File: config.mk
export PLATFORM = sky130hd
export DESIGN_NAME = mem_port_arbiter
export DESIGN_NICKNAME = d
export VERILOG_FILES = /design/src/rtl/mem_port_arbiter.sv
export SDC_FILE = /design/constraint.sdc
export NUM_CORES = 1
export LEC_CHECK = 0
export ABC_CLOCK_PERIOD_IN_PS = 2800
export CORE_MARGIN = 2
export CORE_UTILIZATION = 41
export DETAILED_ROUTE_END_ITERATION = 7
export HOLD_SLACK_MARGIN = 0.08
export PLACE_DENSITY = 0.86
export SETUP_SLACK_MARGIN = 0.4
export SYNTH_ARGS = -nofsm -noshare
export SYNTH_HDL_FRONTEND = slang
export SYNTH_SLANG_ARGS = --single-unit
File: constraint.sdc
create_clock -name clk -period 2.8 [get_ports clk]
set_input_delay 0.7 -clock clk [delete_from_list [all_inputs] [get_ports clk]]
set_output_delay 0.7 -clock clk [all_outputs]
set_load 0.005 [all_outputs]
File: src/rtl/mem_port_arbiter.sv
// Shares one single-port memory between instruction fetch and load/store, data first.
// Define MEM_ARB_STARVE_GUARD_EN to force a fetch grant after STREAK_MAX back-to-back data grants.
module mem_port_arbiter #(
  parameter int ADDR_W     = 32,
  parameter int DATA_W     = 32,
  parameter int STREAK_MAX = 4
) (
  input  logic              clk,
  input  logic              rst,
  input  logic              f_req,
  input  logic [ADDR_W-1:0] f_addr,
  output logic              f_ack,
  output logic [DATA_W-1:0] f_rdata,
  input  logic              d_req,
  input  logic              d_we,
  input  logic [ADDR_W-1:0] d_addr,
  input  logic [DATA_W-1:0] d_wdata,
  output logic              d_ack,
  output logic [DATA_W-1:0] d_rdata,
  output logic [ADDR_W-1:0] mem_addr,
  output logic [DATA_W-1:0] mem_wdata,
  output logic              mem_wen,
  input  logic [DATA_W-1:0] mem_rdata,
  output logic              busy
);

  typedef enum logic [1:0] {IDLE, ACCESS, RESP} state_t;

  if (STREAK_MAX < 1 || STREAK_MAX > 15) begin : g_bad_streak
    $error("STREAK_MAX must lie in 1..15");
  end

  state_t            state, state_nxt;
  logic              grant, grant_data, guard_fire;
  logic              sel_data_p1, we_p1;
  logic [ADDR_W-1:0] addr_p1;
  logic [DATA_W-1:0] wdata_p1;

`ifdef MEM_ARB_STARVE_GUARD_EN
  logic [3:0] streak;

  function automatic logic [3:0] sat_inc(input logic [3:0] v);
    if (v >= 4'(STREAK_MAX)) return 4'(STREAK_MAX);
    return v + 4'd1;
  endfunction

  assign guard_fire = f_req && (streak == 4'(STREAK_MAX));

  // Only data grants made while fetch is waiting extend the streak.
  always_ff @(posedge clk or posedge rst) begin
    if (rst) begin
      streak <= '0;
    end else if (grant) begin
      if (grant_data && f_req) streak <= sat_inc(streak);
      else                     streak <= '0;
    end
  end
`else
  assign guard_fire = 1'b0;
`endif

  assign grant      = (state == IDLE) && (f_req || d_req);
  assign grant_data = d_req && !guard_fire;

  always_comb begin
    state_nxt = state;
    case (state)
      IDLE:    if (grant) state_nxt = ACCESS;
      ACCESS:  state_nxt = RESP;
      RESP:    state_nxt = IDLE;
      default: state_nxt = IDLE;
    endcase
  end

  // p0 -> p1: arbitration result and request fields latched on the grant edge
  always_ff @(posedge clk or posedge rst) begin
    if (rst) begin
      state       <= IDLE;
      sel_data_p1 <= 1'b0;
      we_p1       <= 1'b0;
    end else begin
      state <= state_nxt;
      if (grant) begin
        sel_data_p1 <= grant_data;
        we_p1       <= grant_data && d_we;
      end
    end
  end

  always_ff @(posedge clk) begin
    if (grant) begin
      addr_p1  <= grant_data ? d_addr : f_addr;
      wdata_p1 <= d_wdata;
    end
  end

  // p1 -> p2: memory read data captured at the end of ACCESS
  always_ff @(posedge clk or posedge rst) begin
    if (rst) begin
      f_rdata <= '0;
      d_rdata <= '0;
    end else if (state == ACCESS) begin
      if (!sel_data_p1)    f_rdata <= mem_rdata;
      else if (!we_p1)     d_rdata <= mem_rdata;
    end
  end

  // Outputs decode from state so reset clears them without waiting for a clock.
  assign busy      = (state != IDLE);
  assign mem_addr  = (state == ACCESS) ? addr_p1  : '0;
  assign mem_wdata = (state == ACCESS) ? wdata_p1 : '0;
  assign mem_wen   = (state == ACCESS) && sel_data_p1 && we_p1;
  assign f_ack     = (state == RESP) && !sel_data_p1;
  assign d_ack     = (state == RESP) && sel_data_p1;

endmodule

---- Word-level counts from Yosys, hierarchy flattened ----
Index checks and enable logic that the tools add are counted.
cells by class
  equality and inequality tests ........... 3
  muxes and demuxes ....................... 5
  bitwise gates (word level) .............. 2
  reduce and logical (&&, ||, !) cells .... 12
operators by type and width
  kind                                                             number
  32-bit two-way mux                                               3
  1-bit logical AND                                                6
  2-bit one-hot mux with 2 select lines                            1
  3-bit AND reduction                                              1
  2-bit by 1-bit == test with 1-bit output, second input constant  1
  2-bit == test, second input constant                             1
  2-bit logical NOT                                                1
  2-bit two-way mux                                                1
  2-bit inequality test, second input constant                     1
  1-bit NOT                                                        2
  2-bit AND reduction                                              1
  2-bit nonzero test                                               1
  1-bit logical NOT                                                1
  1-bit logical OR                                                 1
storage, ports and cells
  register bits ........................... 132

---- Depth between registers and ports, before layout ----
  depth in word-level cells ............... 4
  mapped depth ............................ 5
  gate-level depth less buffers ........... 3

---- Least setup slack after synthesis ----
No wires, ideal clock.
  path kind ............................... in2reg
  from .................................... input port d_req
  to ...................................... register addr_p1[0], enable pin
  setup time .............................. 0.418 ns
  arrival time ............................ 2.374 ns
  data required time ...................... 2.382 ns
  setup slack ............................. 0.008 ns
  stages on the path ...................... 3
  buffers on the path ..................... 1
  cells stage by stage .................... clkbuf_1 o21ai_0 inv_1
on the way
  word-level cells in the longest chain between the ends .. 2
ends and longest elaborated chain
  item                  line  text
  from (decl)           14    input logic d_req,
  1-bit logical OR      62    assign grant = (state == IDLE) && (f_req || d_req);
  1-bit logical AND     62
  net grant             34    logic grant, grant_data, guard_fire;
  to (signal assigned)  92    addr_p1 <= grant_data ? d_addr : f_addr;
  to (decl)             36    logic [ADDR_W-1:0] addr_p1;
The timed path passes the listed nets, and every way through them passes these cells.
A chain may end at the register's enable or synchronous reset.

---- Final worst setup path ----
  from .................................... register state[1]
  to ...................................... output port mem_addr[31]
on the way
  word-level cells in the longest chain between the ends .. 2
ends and longest elaborated chain
  item                                      line  text
  from (decl)                               33    state_t state, state_nxt;
  from (signal assigned)                    82    state <= state_nxt;
  2-bit by 1-bit == test with 1-bit output  110   assign mem_addr = (state == ACCESS) ? addr_p1 : '0;
  32-bit two-way mux                        110
  to (decl)                                 20    output logic [ADDR_W-1:0] mem_addr,
Every way passes these cells.

==> out/metrics.cfg <==
[run_status]
status = complete, no violations

[timing]
setup_viol = 0
fin_worst_skew_ps = 4.05
slew_violations = 0
min_period_ps = 2620
rsz0062_at_grt = true
relSlewSlack = 0.593
min_period_over_period = 0.935
hold_viol = 0
finalSetupTns_ps = 0
tightest_slew_ps = 611
fmax_mhz = 382
whs_ps = 506

[job]
drv_cap = 0

[clocking]
htree_num_levels = 4
cts_sinks = 132
ctsHoldBuffers = 0
clockBufferDepth = 2
clock_latency_ps = 410
numCtsBuffers = 17
cts_tree = yes
clk_pin_slew_ps = 50
clockRootBuffer = clkbuf_16

[synth]
ys.flop_type = dfrtp_1
yosysTopAreaCellShare = 0.344
synth_area_leaders = edfxtp_1 (34%), dfrtp_1 (30%), mux2_4 (16%)
synthSimpleGateAreaFrac = 0.0823
yosysUniqueCellTypes = 20
async_flop_share = 0.515
synth_seq_area_share = 0.648
synth_area_um2 = 5590
synth_top_family_by_area = multiplexers
yosys-mux-area-fraction = 0.234
synthAdderAreaFrac = 0
synth_most_common_cell = dfrtp_1
yosysTopAreaCell = edfxtp_1
ys_top_cells_by_count = dfrtp_1 (68), and2_1 (64), edfxtp_1 (64), mux2_4 (60), mux2_2 (36)
syn_nets = 459
synth_edf_count = 64
synth_compound_area_frac = 0.00425
synthCells = 326
ys_seq_elements = 132
synth_xor_area_frac = 0
yosys_warnings = 0
avgSynthCellArea_um2 = 17.2

[setup_path]
arrival_ps = 1920
required_ps = 2100
endpoint_kind = output pin
path_max_fanout = 34
cp-start-kind = register
path_class = register to output pin

[power]
peakVddDrop_mv = 0.693
p_leak_nw = 3.95
powerDensity_nw_per_um2 = 1100

[routing]
totalWireLength_um = 15700
drt_first_pass_iters = 4
drc = 0
wl_per_cell_um = 19.6
drt-initial-drc-count = 170
ant_nets = 0
vias = 3817
viasPerCell = 4.76

[placed_design]
gp_routability_congestion = 0.913
place_area_um2 = 8410
hpwl_um = 10600
portBuffers = 264

[finish]
drive_above_1_share = 0.297
fin_area_um2 = 9290
nNetsFinal = 746
syn2layout_area_growth_pct = 66.1
antenna_cells = 0
multi_input_area_um2 = 1820
n_fill_cell = 827
seqCellArea_um2 = 3620

[global_routing]
antenna_found_initial = 0
gr-usage-all-layers = 0.211
gr-total-overflow = 0
grt_pass1_vias = 4213
grt_pass1_wl_um = 22600
grt_start_max_net_pins = 47

[floorplan]
core_um2 = 13300
die_x_um = 121
die_h_um = 121
die_area_um2 = 14600
io_pins = 265
rows = 42
start_util = 0.421

[min_path]
hold_path_class = register to register

## cell families after synthesis
logic type / count (synthesis)
flip-flops: 132
AO/OA/AOI/OAI: 3
multiplexers: 96
buffers and inverters: 23
AND/OR/NAND/NOR: 72
## final timing paths
kind,start,end,slack (ps),cells after the start
max,state[1],mem_addr[31],180,4
min,f_rdata[4],f_rdata[4],510,1
max reg2reg,state[1],f_rdata[30],570,8
min reg2reg,f_rdata[4],f_rdata[4],510,1
max in group asynchronous,rst,d_rdata[26],1530,3
min in group asynchronous,rst,f_rdata[5],690,2
## sequential cells by signal (all words and copies together), names as in the netlist
register     flops
we_p1            1
d_rdata         32
f_rdata         32
sel_data_p1      1
state            2
wdata_p1        32
addr_p1         32
## critical path: stages, from the launching register on
cell and delay (ps):
dfrtp_1 420, nor2b_4 180, buf_12 180, and2_1 190
clkdlybuf4s50_1 520
## per-layer routing
metal / part of all wire / vias up / global-route usage
met3: 0.087 / 30 / 0.0858
met4: 0.024 / 0 / 0.0879
met5: 0 / - / 0
met2: 0.54 / 187 / 0.380
met1: 0.35 / 1873 / 0.215
li1: - / 1727 / -
## area by class of cell
cell class,instances,area share
Inverter,4,0.00243
Multi-Input combinational cell,171,0.196
Tap cell,176,0.0237
Sequential cell,132,0.390
Clock inverter,15,0.0279
Clock buffer,17,0.0458
Timing Repair Buffer,287,0.313
## where the power goes
| part | switching, W | internal, W | total, W |
|---|---|---|---|
| Combinational | 0.00150 | 0.00286 | 0.00436 |
| Sequential | 0.000382 | 0.00293 | 0.00331 |
| Clock | 0.000814 | 0.00175 | 0.00257 |
| Total | 0.00270 | 0.00755 | 0.0102 |
## cell usage in the layout, fill, tap and decap left out, types with 6 or more instances in the layout
cell type	Yosys	final
dlymetal6s2s_1	0	11
mux2_2	36	36
clkbuf_16	0	19
bufinv_16	0	7
edfxtp_1	64	64
mux2_4	60	60
clkdlybuf4s50_1	0	230
and2_4	0	6
dfrtp_1	68	68
clkbuf_2	0	17
and2_1	64	58
buf_6	5	11
buf_4	0	9
## timing repair
item	4_1_cts	5_1_grt
hold endpoints to repair	0	0
resized for setup	28	75
pin swaps	0	4
setup buffers	5	7
setup endpoints to repair	66	68
gates cloned	2	2
## per-stage QoR
stage | setup slack (ps) | cells | util | power [W]
3_5_place_dp | 408 | 754 | 0.632 | 0.00733
5_1_grt | 122 | 802 | 0.698 | 0.0107
6_report | 182 | 802 | 0.698 | 0.0102
4_1_cts | 143 | 793 | 0.690 | 0.0101
3_3_place_gp | 476 | 754 | 0.632 | 0.00722
2_1_floorplan | 404 | 326 | - | 0.00515
Power figures use the tool's default switching activity.
